## src/rtl/regfile_stream_ctrl_if.sv

```systemverilog
// Stream bundle for regfile_stream_ctrl: command, load-in and dump-out channels.
// master = host/DMA side, slave = controller side.
interface regfile_stream_ctrl_if #(
  parameter int unsigned WIDTH = 32,
  parameter int unsigned N     = 32
);
  localparam int unsigned ADDR_WIDTH = (N > 1) ? $clog2(N) : 1;

  logic                  cmd_valid;
  logic                  cmd_ready;
  logic                  cmd_op;
  logic [ADDR_WIDTH-1:0] cmd_base;
  logic [ADDR_WIDTH-1:0] cmd_cnt;

  logic                  in_valid;
  logic                  in_ready;
  logic [WIDTH-1:0]      in_data;

  logic                  out_valid;
  logic                  out_ready;
  logic [WIDTH-1:0]      out_data;
  logic                  out_last;

  modport master (
    output cmd_valid, cmd_op, cmd_base, cmd_cnt,
    input  cmd_ready,
    output in_valid, in_data,
    input  in_ready,
    input  out_valid, out_data, out_last,
    output out_ready
  );

  modport slave (
    input  cmd_valid, cmd_op, cmd_base, cmd_cnt,
    output cmd_ready,
    input  in_valid, in_data,
    output in_ready,
    output out_valid, out_data, out_last,
    input  out_ready
  );
endinterface

```

## src/rtl/regfile_stream_ctrl.sv

```systemverilog
// Block-command controller driving a regfile: LOAD streams words into consecutive
// entries, DUMP streams consecutive entries out with a last flag.
// Optional running XOR checksum: define REGFILE_STREAM_CTRL_CKSUM_EN.
module regfile_stream_ctrl #(
  parameter  int unsigned WIDTH      = 32,
  parameter  int unsigned N          = 32,
  localparam int unsigned ADDR_WIDTH = (N > 1) ? $clog2(N) : 1
) (
  input  logic                  clk,
  input  logic                  rst_n,
  regfile_stream_ctrl_if.slave  bus,
  output logic [ADDR_WIDTH-1:0] rf_R_addr,
  output logic                  rf_R_en,
  input  logic [WIDTH-1:0]      rf_R_data,
  output logic [ADDR_WIDTH-1:0] rf_W_addr,
  output logic                  rf_W_en,
  output logic [WIDTH-1:0]      rf_W_data,
  output logic                  busy,
  output logic                  done,
  output logic [WIDTH-1:0]      cksum
);

  typedef enum logic [1:0] {
    S_IDLE = 2'd0,
    S_LOAD = 2'd1,
    S_DUMP = 2'd2,
    S_DONE = 2'd3
  } state_e;

  localparam logic [ADDR_WIDTH-1:0] LAST_ADDR = ADDR_WIDTH'(N - 1);

  state_e                r_state;
  state_e                w_next_state;

  logic [ADDR_WIDTH-1:0] r_addr;
  logic [ADDR_WIDTH-1:0] r_remaining;
  logic                  r_issued_all;
  logic                  r_out_valid;
  logic                  r_out_last;
  logic [WIDTH-1:0]      r_out_data;

  logic                  w_cmd_ready;
  logic                  w_in_ready;
  logic                  w_rd_issue;
  logic                  w_busy;
  logic                  w_done;
  logic                  w_accept;
  logic                  w_load_hs;
  logic                  w_out_hs;
  logic [ADDR_WIDTH-1:0] w_addr_inc;

  assign w_accept   = w_cmd_ready & bus.cmd_valid;
  assign w_load_hs  = w_in_ready & bus.in_valid;
  assign w_out_hs   = r_out_valid & bus.out_ready;
  assign w_addr_inc = (r_addr == LAST_ADDR) ? '0 : r_addr + ADDR_WIDTH'(1);

  // State register
  always_ff @(posedge clk or negedge rst_n) begin
    if (!rst_n) begin
      r_state <= S_IDLE;
    end else begin
      r_state <= w_next_state;
    end
  end

  // Next-state logic
  always_comb begin
    w_next_state = r_state;
    case (r_state)
      S_IDLE: if (bus.cmd_valid) w_next_state = bus.cmd_op ? S_DUMP : S_LOAD;
      S_LOAD: if (bus.in_valid && (r_remaining == '0)) w_next_state = S_DONE;
      S_DUMP: if (w_out_hs && r_out_last) w_next_state = S_DONE;
      S_DONE: w_next_state = S_IDLE;
      default: w_next_state = S_IDLE;
    endcase
  end

  // State-decoded controls; a read issues when the output slot is free or draining
  always_comb begin
    w_cmd_ready = 1'b0;
    w_in_ready  = 1'b0;
    w_rd_issue  = 1'b0;
    w_busy      = 1'b1;
    w_done      = 1'b0;
    case (r_state)
      S_IDLE: begin
        w_cmd_ready = 1'b1;
        w_busy      = 1'b0;
      end
      S_LOAD: w_in_ready = 1'b1;
      S_DUMP: w_rd_issue = !r_issued_all && (!r_out_valid || bus.out_ready);
      S_DONE: w_done = 1'b1;
      default: ;
    endcase
  end

  // Address sequencing, remaining count and one-entry output register
  always_ff @(posedge clk or negedge rst_n) begin
    if (!rst_n) begin
      r_addr       <= '0;
      r_remaining  <= '0;
      r_issued_all <= 1'b0;
      r_out_valid  <= 1'b0;
      r_out_last   <= 1'b0;
      r_out_data   <= '0;
    end else if (w_accept) begin
      r_addr       <= bus.cmd_base;
      r_remaining  <= bus.cmd_cnt;
      r_issued_all <= 1'b0;
      r_out_valid  <= 1'b0;
      r_out_last   <= 1'b0;
    end else if (w_load_hs) begin
      r_addr <= w_addr_inc;
      if (r_remaining != '0) r_remaining <= r_remaining - ADDR_WIDTH'(1);
    end else if (w_rd_issue) begin
      r_addr      <= w_addr_inc;
      r_out_data  <= rf_R_data;
      r_out_valid <= 1'b1;
      r_out_last  <= (r_remaining == '0);
      if (r_remaining == '0) r_issued_all <= 1'b1;
      else                   r_remaining  <= r_remaining - ADDR_WIDTH'(1);
    end else if (w_out_hs) begin
      r_out_valid <= 1'b0;
      r_out_last  <= 1'b0;
    end
  end

  assign bus.cmd_ready = w_cmd_ready;
  assign bus.in_ready  = w_in_ready;
  assign bus.out_valid = r_out_valid;
  assign bus.out_data  = r_out_data;
  assign bus.out_last  = r_out_last;
  assign busy          = w_busy;
  assign done          = w_done;

  // Regfile port drive: pass-through writes, combinational reads, zero when idle
  assign rf_W_en   = w_load_hs;
  assign rf_W_addr = w_load_hs ? r_addr : '0;
  assign rf_W_data = w_load_hs ? bus.in_data : '0;
  assign rf_R_en   = w_rd_issue;
  assign rf_R_addr = w_rd_issue ? r_addr : '0;

`ifdef REGFILE_STREAM_CTRL_CKSUM_EN
  logic [WIDTH-1:0] r_cksum;

  // XOR of every word moved by the current command; held until the next one
  always_ff @(posedge clk or negedge rst_n) begin
    if (!rst_n) begin
      r_cksum <= '0;
    end else if (w_accept) begin
      r_cksum <= '0;
    end else if (w_load_hs) begin
      r_cksum <= r_cksum ^ bus.in_data;
    end else if (w_out_hs) begin
      r_cksum <= r_cksum ^ r_out_data;
    end
  end

  assign cksum = r_cksum;
`else
  assign cksum = '0;
`endif

endmodule

```

## src/flat_wrapper.sv

```systemverilog
// flat-port wrapper written by rule: the top's interface ports become plain ports
module regfile_stream_ctrl_flat 
#(
  parameter  int unsigned WIDTH      = 32,
  parameter  int unsigned N          = 32,
  localparam int unsigned ADDR_WIDTH = (N > 1) ? $clog2(N) : 1
)
  (clk, rst_n, rf_R_addr, rf_R_en, rf_R_data, rf_W_addr, rf_W_en, rf_W_data, busy, done, cksum, bus_cmd_valid, bus_cmd_op, bus_cmd_base, bus_cmd_cnt, bus_cmd_ready, bus_in_valid, bus_in_data, bus_in_ready, bus_out_valid, bus_out_data, bus_out_last, bus_out_ready);
  regfile_stream_ctrl_if #(.WIDTH(WIDTH), .N(N)) bus_i ();
  input  logic clk;
  input  logic rst_n;
  output logic [ADDR_WIDTH-1:0] rf_R_addr;
  output logic rf_R_en;
  input  logic [WIDTH-1:0] rf_R_data;
  output logic [ADDR_WIDTH-1:0] rf_W_addr;
  output logic rf_W_en;
  output logic [WIDTH-1:0] rf_W_data;
  output logic busy;
  output logic done;
  output logic [WIDTH-1:0] cksum;
  input wire logic [$bits(bus_i.cmd_valid)-1:0] bus_cmd_valid;
  input wire logic [$bits(bus_i.cmd_op)-1:0] bus_cmd_op;
  input wire logic [$bits(bus_i.cmd_base)-1:0] bus_cmd_base;
  input wire logic [$bits(bus_i.cmd_cnt)-1:0] bus_cmd_cnt;
  output wire logic [$bits(bus_i.cmd_ready)-1:0] bus_cmd_ready;
  input wire logic [$bits(bus_i.in_valid)-1:0] bus_in_valid;
  input wire logic [$bits(bus_i.in_data)-1:0] bus_in_data;
  output wire logic [$bits(bus_i.in_ready)-1:0] bus_in_ready;
  output wire logic [$bits(bus_i.out_valid)-1:0] bus_out_valid;
  output wire logic [$bits(bus_i.out_data)-1:0] bus_out_data;
  output wire logic [$bits(bus_i.out_last)-1:0] bus_out_last;
  input wire logic [$bits(bus_i.out_ready)-1:0] bus_out_ready;
  assign bus_i.cmd_valid = bus_cmd_valid;
  assign bus_i.cmd_op = bus_cmd_op;
  assign bus_i.cmd_base = bus_cmd_base;
  assign bus_i.cmd_cnt = bus_cmd_cnt;
  assign bus_cmd_ready = bus_i.cmd_ready;
  assign bus_i.in_valid = bus_in_valid;
  assign bus_i.in_data = bus_in_data;
  assign bus_in_ready = bus_i.in_ready;
  assign bus_out_valid = bus_i.out_valid;
  assign bus_out_data = bus_i.out_data;
  assign bus_out_last = bus_i.out_last;
  assign bus_i.out_ready = bus_out_ready;
  regfile_stream_ctrl #(.WIDTH(WIDTH), .N(N)) u_core (.clk(clk), .rst_n(rst_n), .bus(bus_i), .rf_R_addr(rf_R_addr), .rf_R_en(rf_R_en), .rf_R_data(rf_R_data), .rf_W_addr(rf_W_addr), .rf_W_en(rf_W_en), .rf_W_data(rf_W_data), .busy(busy), .done(done), .cksum(cksum));
endmodule
```

## config.mk

```make
export PLATFORM = sky130hd
export DESIGN_NAME = regfile_stream_ctrl_flat
export DESIGN_NICKNAME = d
export VERILOG_FILES = /design/src/rtl/regfile_stream_ctrl_if.sv /design/src/rtl/regfile_stream_ctrl.sv /design/src/flat_wrapper.sv
export SDC_FILE = /design/constraint.sdc
export NUM_CORES = 1
export LEC_CHECK = 0
export CAP_MARGIN = 10
export CORE_ASPECT_RATIO = 0.8
export CORE_MARGIN = 2
export CORE_UTILIZATION = 32
export CTS_BUF_LIST = sky130_fd_sc_hd__clkbuf_4 sky130_fd_sc_hd__clkbuf_8 sky130_fd_sc_hd__clkbuf_16
export CTS_CLUSTER_SIZE = 10
export DETAILED_ROUTE_END_ITERATION = 8
export PLACE_DENSITY = 0.88
export SLEW_MARGIN = 20
export SYNTH_ARGS = -nofsm -noshare
export SYNTH_HDL_FRONTEND = slang
export SYNTH_SLANG_ARGS = --single-unit
```

## constraint.sdc

```tcl
create_clock -name clk -period 1.7 [get_ports clk]
set_input_delay 0.34 -clock clk [delete_from_list [all_inputs] [get_ports clk]]
set_output_delay 0.34 -clock clk [all_outputs]
set_load 0.01 [all_outputs]
```

==> flow_summary.toml, run 1 <==
[synth]
ys_ff_latch = 47
synth_area_um2 = 2680
ys_seq_area_frac = 0.439
yosys_warnings = 0
synth_cell_types = 34
synth_area_per_cell_um2 = 10.4
synthCells = 259

[placed_design]
place_ws_ns = -0.542
dp_cells = 538
portBuffers = 161
gp_congestion = 0.761
placed_area_um2 = 4490
place_hpwl_um = 6470

[global_route]
grt_max_degree = 33
met1_usage = 0.250
grt_pass1_vias = 2599
grt_overflow = 0
antenna_found_initial = 0
grt_pass1_wl_um = 13700
grt_usage = 0.186
met3_usage = 0.0289
grt.busiest_layer = "met2"
use_met2 = 0.316

[sta]
setup_ws_ns = -0.215
fin_crit_ns = 1.92
hold_viol_final = 0
maxSlewHeadroom = 0.654
tns_ns = -12.57
clock_skew_ns = 0.00783
min_period_over_period = 1.13
report.final.slew_viol_count = 0
rsz0062_at_grt = "true"
setup_viol = 81
worstMarginPinSlew_ns = 0.519
max_freq_mhz = 522

[drt]
wirelength_um = 9860
wl_per_cell_um = 17.5
drtAntennaViolNets = 0
vias = 2663
drc = 0
drt_pass1_iterations = 4
vias_per_cell = 4.72
drt_iter0_markers = 146

[job]
maxCapViolCount = 0

[setup_path]
critPathArrivalTime_ns = 1.58
startpoint = "u_core.r_state[0]"
ff2ff_setup_slack_ns = -0.19
cpMaxStageDelayCell = "dfrtp_1"
critPathMaxStageDelay_ns = 0.40
r2r_start = "u_core.r_state[1]"
cp.required_ns = 1.36
crit_end = "rf_W_data[15]"
timing.rr.end = "u_core.bus.out_data[30]"
path_class = "reg -> out"
worstSetupEndpointType = "output pin"
r2r_cells = 8
path_max_fanout = 7
path_cells = "buf_6 > ha_4 > clkbuf_16 > and3_4 > buf_6"
critPathMostFrequentCell = "buf_6"
cp-start-kind = "flop"

[power]
total_power_w = 0.00891
ir_worst_vdd_v = 0.000948
p_comb_frac = 0.674
intPower_w = 0.00573
power_frac_clock = 0.085
p_sw_frac = 0.357
powerDensity_nw_per_um2 = 1690
cellLeakagePower_nw = 2.47
p_switching_w = 0.00318
p_seq_frac = 0.241

[die]
boundaryPins = 194
die_width_um = 106
initial_core_util = 0.334
die_h_um = 85.9
core_area_um2 = 8020
fp-row-count = 29
dieArea_um2 = 9130

[clock_tree]
clkSlewWorstSetupHoldPaths_ns = 0.09
clock_latency_ns = 0.29
cts_buffers = 5
root_buffer = "clkbuf_8"
cts_sinks = 47
cts_tree = "done"
htreeDepth = 2
ctsLongestPathBuffers = 2

[finish]
regArea_um2 = 1180
fillers = 609
insertedDiodeCount = 0
final_area_um2 = 5270
fin_cells = 564
nNetsFinal = 543
areaGrowthSynthToFinish_pct = 96.7
multi_input_area_um2 = 1710
drive_gt1_frac = 0.425

[run_status]
status = "complete, but fails checks"
violations = "negative setup slack"

[worst_hold_path]
min_path_type = "in -> async"
## sequential cells by signal, summed over array words and instances (netlist names)
register / count
u_core.bus.out_valid: 1
u_core.r_addr: 5
u_core.bus.out_data: 32
u_core.bus.out_last: 1
u_core.r_issued_all: 1
u_core.r_state: 2
u_core.r_remaining: 5
## worst max-delay path, delay by kind of cell, from the launching register on
family | cells | cell delay [ns]
adders and majority gates | 1 | 0.27
buffers and inverters | 3 | 0.42
DFF | 1 | 0.40
and+or+nand+nor | 1 | 0.18
## cell families (layout without fill, tap and decap cells)
kind of cell,Yosys count,after routing,synth area share
mux,35,35,0.146
compound gates,29,29,0.0681
other cells,1,32,0.00140
simple gates,84,84,0.185
fa+ha+maj,8,8,0.0373
flops,47,47,0.439
buf+inv,55,221,0.124
## cells in the final DEF, fill, tap and decap left out, types with 2 or more instances in the layout
cell type / Yosys / final
buf_2: 4 / 9
o21ai_2: 1 / 2
and3_1: 38 / 8
ha_2: 0 / 2
buf_16: 0 / 2
nand2_1: 14 / 12
mux2_4: 0 / 30
ha_4: 0 / 5
o41ai_4: 0 / 2
clkbuf_8: 0 / 7
and3_4: 0 / 30
buf_6: 0 / 45
clkdlybuf4s50_1: 0 / 110
a31oi_1: 9 / 9
dfrtp_2: 0 / 2
clkbuf_16: 0 / 3
nor2_1: 10 / 10
buf_12: 0 / 5
inv_1: 9 / 4
mux2_2: 2 / 2
nand3_1: 5 / 5
a21oi_1: 3 / 3
conb_1: 1 / 32
buf_4: 32 / 26
and2_4: 0 / 4
and2_1: 6 / 2
inv_2: 0 / 4
dlygate4sd2_1: 0 / 2
dfrtp_1: 47 / 45
o21ai_1: 2 / 3
o21ai_0: 8 / 6
mux2i_1: 3 / 3
## layout make-up
| class | instances | share of cell area |
|---|---|---|
| Timing Repair Buffer | 204 | 0.401 |
| Clock buffer | 8 | 0.0197 |
| Multi-Input combinational cell | 188 | 0.324 |
| Tap cell | 108 | 0.0256 |
| Inverter | 9 | 0.00688 |
| Sequential cell | 47 | 0.223 |
## power by group through the flow
| stage | Combinational [W] | Clock (W) | Sequential, W |
|---|---|---|---|
| after floorplan | 0.00185 | 0 | 0.00224 |
| after global placement | 0.00414 | 0 | 0.00204 |
| after detailed placement | 0.00428 | 0 | 0.00208 |
| after CTS | 0.00480 | 0.000776 | 0.00207 |
| after global routing | 0.00641 | 0.000830 | 0.00224 |
| final | 0.00601 | 0.000757 | 0.00215 |
## synthesized netlist by cell type
cell	n	area [µm²]
nand3_2	1	10.0
nand2_1	14	52.6
inv_1	9	33.8
nand3_1	5	25.0
and2_1	6	37.5
or4b_1	1	10.0
o21a_1	2	15.0
o21ai_0	8	40.0
or3_1	1	6.26
ha_1	8	100
or4b_4	1	13.8
mux2_2	2	22.5
nor2_4	1	11.3
o21ai_1	2	10.0
clkbuf_1	9	33.8
dfrtp_1	47	1180
buf_2	4	20.0
nand2b_4	1	13.8
o21ai_2	1	8.76
nor4_1	2	12.5
buf_4	32	240
nor2b_4	1	13.8
and3_1	38	238
mux2i_1	3	30.0
mux2_1	30	338
o211ai_2	1	12.5
a31oi_1	9	56.3
a22oi_1	1	7.51
conb_1	1	3.75
or4_1	2	15.0
buf_1	1	3.75
o41ai_1	2	17.5
nor2_1	10	37.5
a21oi_1	3	15.0
## metal layers
layer | share of wire | up-vias | wire length [µm]
met5 | 0 | - | 0
met4 | 0.012 | 0 | 119
met3 | 0.037 | 10 | 365
met2 | 0.53 | 92 | 5200
met1 | 0.42 | 1327 | 4170
li1 | - | 1234 | -
## stage by stage
step	util	hold WS, ns
after floorplan	-	0.0444
after global placement	0.560	0.339
after detailed placement	0.560	0.347
after CTS	0.587	0.0199
after global routing	0.658	0.0330
final	0.658	0.0147
## how the worst min path moves through the flow
stage / start / endpoint / slack [ns] / depth (start not counted)
after floorplan: rst_n / u_core.bus.out_data[0] / 0.04 / 0
after global placement: rst_n / u_core.bus.out_data[0] / 0.34 / 1
after detailed placement: rst_n / u_core.bus.out_data[0] / 0.35 / 1
after CTS: rst_n / u_core.bus.out_data[31] / 0.02 / 1
after global routing: rst_n / u_core.bus.out_last / 0.03 / 1
final: rst_n / u_core.bus.out_data[31] / 0.01 / 1
## timing repair
action,in CTS,in global routing
cloned,3,4
setup buffers,8,4
gates resized for setup,239,100
pin swaps,13,13
setup endpoints to repair,90,94
hold buffers,0,0
(Power assumes the default switching activity.)
==> inputs of run 2 (changes only) <==
--- a/config.mk
+++ b/config.mk
@@ -6,12 +6,13 @@
 export NUM_CORES = 1
 export LEC_CHECK = 0
+export ABC_AREA = 1
 export CAP_MARGIN = 10
 export CORE_ASPECT_RATIO = 0.8
 export CORE_MARGIN = 2
-export CORE_UTILIZATION = 32
+export CORE_UTILIZATION = 39
 export CTS_BUF_LIST = sky130_fd_sc_hd__clkbuf_4 sky130_fd_sc_hd__clkbuf_8 sky130_fd_sc_hd__clkbuf_16
 export CTS_CLUSTER_SIZE = 10
 export DETAILED_ROUTE_END_ITERATION = 8
-export PLACE_DENSITY = 0.88
+export PLACE_DENSITY = 0.95
 export SLEW_MARGIN = 20
 export SYNTH_ARGS = -nofsm -noshare
==> constraint.sdc (replaced) <==
create_clock -name clk -period 2.3 [get_ports clk]
set_input_delay 0.46 -clock clk [delete_from_list [all_inputs] [get_ports clk]]
set_output_delay 0.46 -clock clk [all_outputs]
set_load 0.1 [all_outputs]
==> flow_summary.toml, run 2 <==
[synth]
ys_ff_latch = 47
yosysTopAreaCellShare = 0.416
yosys_warnings = 0
synthTopCellsByArea = "dfrtp_1 42%, nand2_1 21%, buf_4 8.8%"
synth_cell_types = 21
synthTopCellsByCount = "161 x nand2_1, 55 x inv_1, 48 x nor2_1"
synth_ff_type = "dfrtp_1"
yosysMostFrequentCell = "nand2_1"
synthCells = 397
synth_area_per_cell_um2 = 7.12
async_reset_ff_frac = 1.00
synth_area_um2 = 2830
ys_seq_area_frac = 0.416
yosys.area.top_type = "dfrtp_1"
synth_edf_count = 0

[placed_design]
place_hpwl_um = 7560
gp_congestion = 0.891
portBuffers = 161
dp_cells = 637

[sta]
hold_ws_ns = 0.102
rsz0062_at_grt = "false"
hold_viol_final = 0
report.final.slew_viol_count = 0
max_freq_mhz = 455
clock_skew_ns = 0.00720
setup_viol = 0
min_period_over_period = 0.956
fin_crit_ns = 2.20

[setup_path]
path_cells = "clkdlybuf4s50_1 > nand2_4 > buf_4 > nor2_4 > buf_12"
path_max_fanout = 9
cp.required_ns = 1.84
r2r_cells = 10
ff2ff_setup_slack_ns = 0.41
path_class = "in -> out"
cpMaxStageDelayCell = "clkdlybuf4s50_1"
cp-start-kind = "input port"
worstSetupEndpointType = "output pin"
critPathArrivalTime_ns = 1.74
critPathMaxStageDelay_ns = 0.53

[global_route]
grt_max_degree = 34
grt_usage = 0.226
grt_pass1_wl_um = 14200
antenna_found_initial = 0
grt_overflow = 0
grt_pass1_vias = 2956

[drt]
vias = 2902
drt_pass1_iterations = 4
wirelength_um = 9060
drtAntennaViolNets = 0
vias_per_cell = 4.50
wl_per_cell_um = 14.1
drc = 0
drt_iter0_markers = 132

[die]
boundaryPins = 194
dieArea_um2 = 7950
die_h_um = 80.2
core_area_um2 = 6960
fp-row-count = 27
die_width_um = 99.2
initial_core_util = 0.406

[clock_tree]
cts_buffers = 5
ctsLongestPathBuffers = 2
clkSlewWorstSetupHoldPaths_ns = 0.08
cts_hold_buffers = 0
clock_latency_ns = 0.29
cts_tree = "done"
post-cts-setup-buffers = 0
root_buffer = "clkbuf_8"
htreeDepth = 2
cts_sinks = 47
post_cts_resize_count = 0

[finish]
largest_reg_flops = 32
insertedDiodeCount = 0
areaGrowthSynthToFinish_pct = 83.0
final_common_cell = "nand2_1"
fin_cells = 645
nNetsFinal = 645
final_cell_mix = "160 x nand2_1, 78 x clkdlybuf4s50_1, 54 x inv_1"
final_core_util = 0.744
drive_gt1_frac = 0.269

[worst_hold_path]
min_path_type = "in -> async"

[job]
maxCapViolCount = 0

[run_status]
status = "completed"
==> run 2: changes by cell type in the layout (fill, tap and decap cells not counted), sizes merged, moves of 3 or more <==
cell           delta
nand3             +4
mux2             -32
nand4             +4
inv              +48
nor2             +38
mux2i             -3
and2              -6
a31oi             -9
clkdlybuf4s50    -32
nand2           +151
and3             -38
clkbuf            -4
==> run 2: final timing paths <==
| check | from | to |
|---|---|---|
| min in group clk | u_core.bus.out_data[29] | u_core.bus.out_data[29] |
| hold / removal | rst_n | u_core.bus.out_data[4] |
| setup reg to reg | u_core.r_state[0] | u_core.r_remaining[0] |
| hold reg to reg | u_core.bus.out_data[29] | u_core.bus.out_data[29] |
| max in group asynchronous | rst_n | u_core.bus.out_data[24] |
| setup / recovery | bus_in_valid | rf_W_data[18] |
==> run 2: kinds of logic after synthesis <==
kind of cell | count (synthesis) | synth area share
flops | 47 | 0.416
buf+inv | 101 | 0.199
simple gates | 228 | 0.326
fa+ha+maj | 8 | 0.0354
other cells | 1 | 0.00133
compound gates | 12 | 0.0221
==> run 2: routing by layer <==
metal	up-vias	track usage	part of all wire
met5	-	0	0
met4	0	0.0671	0.019
met3	16	0.0444	0.064
met2	116	0.449	0.55
met1	1344	0.241	0.37
li1	1426	-	-
==> run 2: critical path: cells and delay by family <==
family	cells	cell delay, ns
buffers and inverters	3	0.97
AND/OR/NAND/NOR	2	0.30
==> run 2: area by class of cell <==
class                           instances  area (µm²)
Clock buffer                            8         104
Inverter                               57         216
Sequential cell                        47        1180
Fill cell                             493        1780
Tap cell                               87         109
Timing Repair Buffer                  166        2050
Multi-Input combinational cell        280        1520
==> run 2: per-stage QoR <==
stage | TNS (ns) | area [µm²] | setup slack [ns]
2_1_floorplan | -0.741 | 3280 | -0.148
3_3_place_gp | 0 | 5070 | 0.147
3_5_place_dp | 0 | 5070 | 0.103
4_1_cts | 0 | 5170 | 0.0964
5_1_grt | 0 | 5170 | 0.00727
6_report | 0 | 5170 | 0.102
Power of run 2 is not shown: default switching activity piles up to over one toggle a cycle in this logic, so the estimate is an artifact.
==> inputs of run 3 (changes only) <==
Settings changed: CTS_BUF_LIST sky130_fd_sc_hd__clkbuf_4 sky130_fd_sc_hd__clkbuf_8 sky130_fd_sc_hd__clkbuf_16 to sky130_fd_sc_hd__clkbuf_8.
==> flow_summary.toml, run 3 (synthesis results as in run 2) <==
[finish]
nNetsFinal = 645
drive_gt1_frac = 0.267
final_cell_mix = "160 x nand2_1, 78 x clkdlybuf4s50_1, 55 x inv_1"
fillers = 493
largest_reg_flops = 32
multi_input_area_um2 = 1520
areaGrowthSynthToFinish_pct = 82.9
insertedDiodeCount = 0
final_common_cell = "nand2_1"
regArea_um2 = 1180

[global_route]
antenna_found_initial = 0
grt_pass1_vias = 2956
grt_usage = 0.226
grt_pass1_wl_um = 14200
grt_overflow = 0
grt_max_degree = 34

[die]
boundaryPins = 194
die_width_um = 99.2
initial_core_util = 0.406
die_h_um = 80.2
dieArea_um2 = 7950
fp-row-count = 27
core_area_um2 = 6960

[drt]
drtAntennaViolNets = 0
wl_per_cell_um = 14.1
wirelength_um = 9070
vias = 2900
drc = 0
drt_iter0_markers = 134
drt_pass1_iterations = 4
vias_per_cell = 4.50

[clock_tree]
post-cts-setup-buffers = 0
post_cts_resize_count = 0
cts_tree = "done"
clock_latency_ns = 0.29
ctsLongestPathBuffers = 2
clkSlewWorstSetupHoldPaths_ns = 0.08
cts_sinks = 47
htreeDepth = 2
cts_hold_buffers = 0
root_buffer = "clkbuf_8"
cts_buffers = 5

[placed_design]
gp_congestion = 0.891
portBuffers = 161
place_hpwl_um = 7560

[setup_path]
critPathArrivalTime_ns = 1.74
cp-start-kind = "input port"
path_max_fanout = 9
path_class = "in -> out"
worstSetupEndpointType = "output pin"
cp.required_ns = 1.84

[sta]
hold_ws_ns = 0.101
max_freq_mhz = 455
min_period_over_period = 0.956
rsz0062_at_grt = "false"
clock_skew_ns = 0.00720
report.final.slew_viol_count = 0
setup_viol = 0
hold_viol_final = 0
fin_crit_ns = 2.20

[job]
maxCapViolCount = 0

[run_status]
status = "completed"

[worst_hold_path]
min_path_type = "in -> async"
[run 3: changes by cell type in the layout (fill, tap and decap cells not counted), sizes merged]
cell | previous run | this run
clkbuf | 8 | 7
inv | 57 | 58
[run 3: metal layers]
metal  vias up  wire length [µm]  global-route usage
met2       116              4980               0.449
met4         0               175              0.0671
met5         -                 0                   0
met3        16               584              0.0444
met1      1342              3320               0.241
li1       1426                 -                   -
[run 3: final timing paths]
| kind | from | end | slack (ns) | depth (start not counted) |
|---|---|---|---|---|
| setup / recovery | bus_in_valid | rf_W_data[18] | 0.10 | 5 |
| hold / removal | rst_n | u_core.bus.out_data[4] | 0.10 | 1 |
| setup reg to reg | u_core.r_state[0] | u_core.r_remaining[0] | 0.41 | 10 |
| hold reg to reg | u_core.bus.out_data[29] | u_core.bus.out_data[29] | 0.48 | 2 |
| max in group asynchronous | rst_n | u_core.bus.out_data[24] | 1.48 | 2 |
| min in group clk | u_core.bus.out_data[29] | u_core.bus.out_data[29] | 0.48 | 2 |
[run 3: metrics by stage]
step           worst slack, ns  area (µm²)  utilization  setup TNS (ns)  std cells
5_1_grt                0.00727        5170        0.743               0        645
3_5_place_dp             0.103        5070        0.729               0        637
3_3_place_gp             0.147        5070        0.729               0        637
2_1_floorplan           -0.148        3280            -          -0.741        428
6_report                 0.102        5170        0.743               0        645
4_1_cts                 0.0964        5170        0.743               0        645
[run 3: worst max-delay path: stages]
cell and delay [ns]:
clkdlybuf4s50_1 0.53, nand2_4 0.17, buf_4 0.25, nor2_4 0.13
buf_12 0.19
[run 3: area by class of cell]
| type | instances | area share |
|---|---|---|
| Inverter | 57 | 0.0419 |
| Multi-Input combinational cell | 280 | 0.293 |
| Sequential cell | 47 | 0.227 |
| Tap cell | 87 | 0.0211 |
| Clock buffer | 7 | 0.0186 |
| Timing Repair Buffer | 166 | 0.397 |
| Clock inverter | 1 | 0.000726 |
Power of run 3 is left out for the same reason.
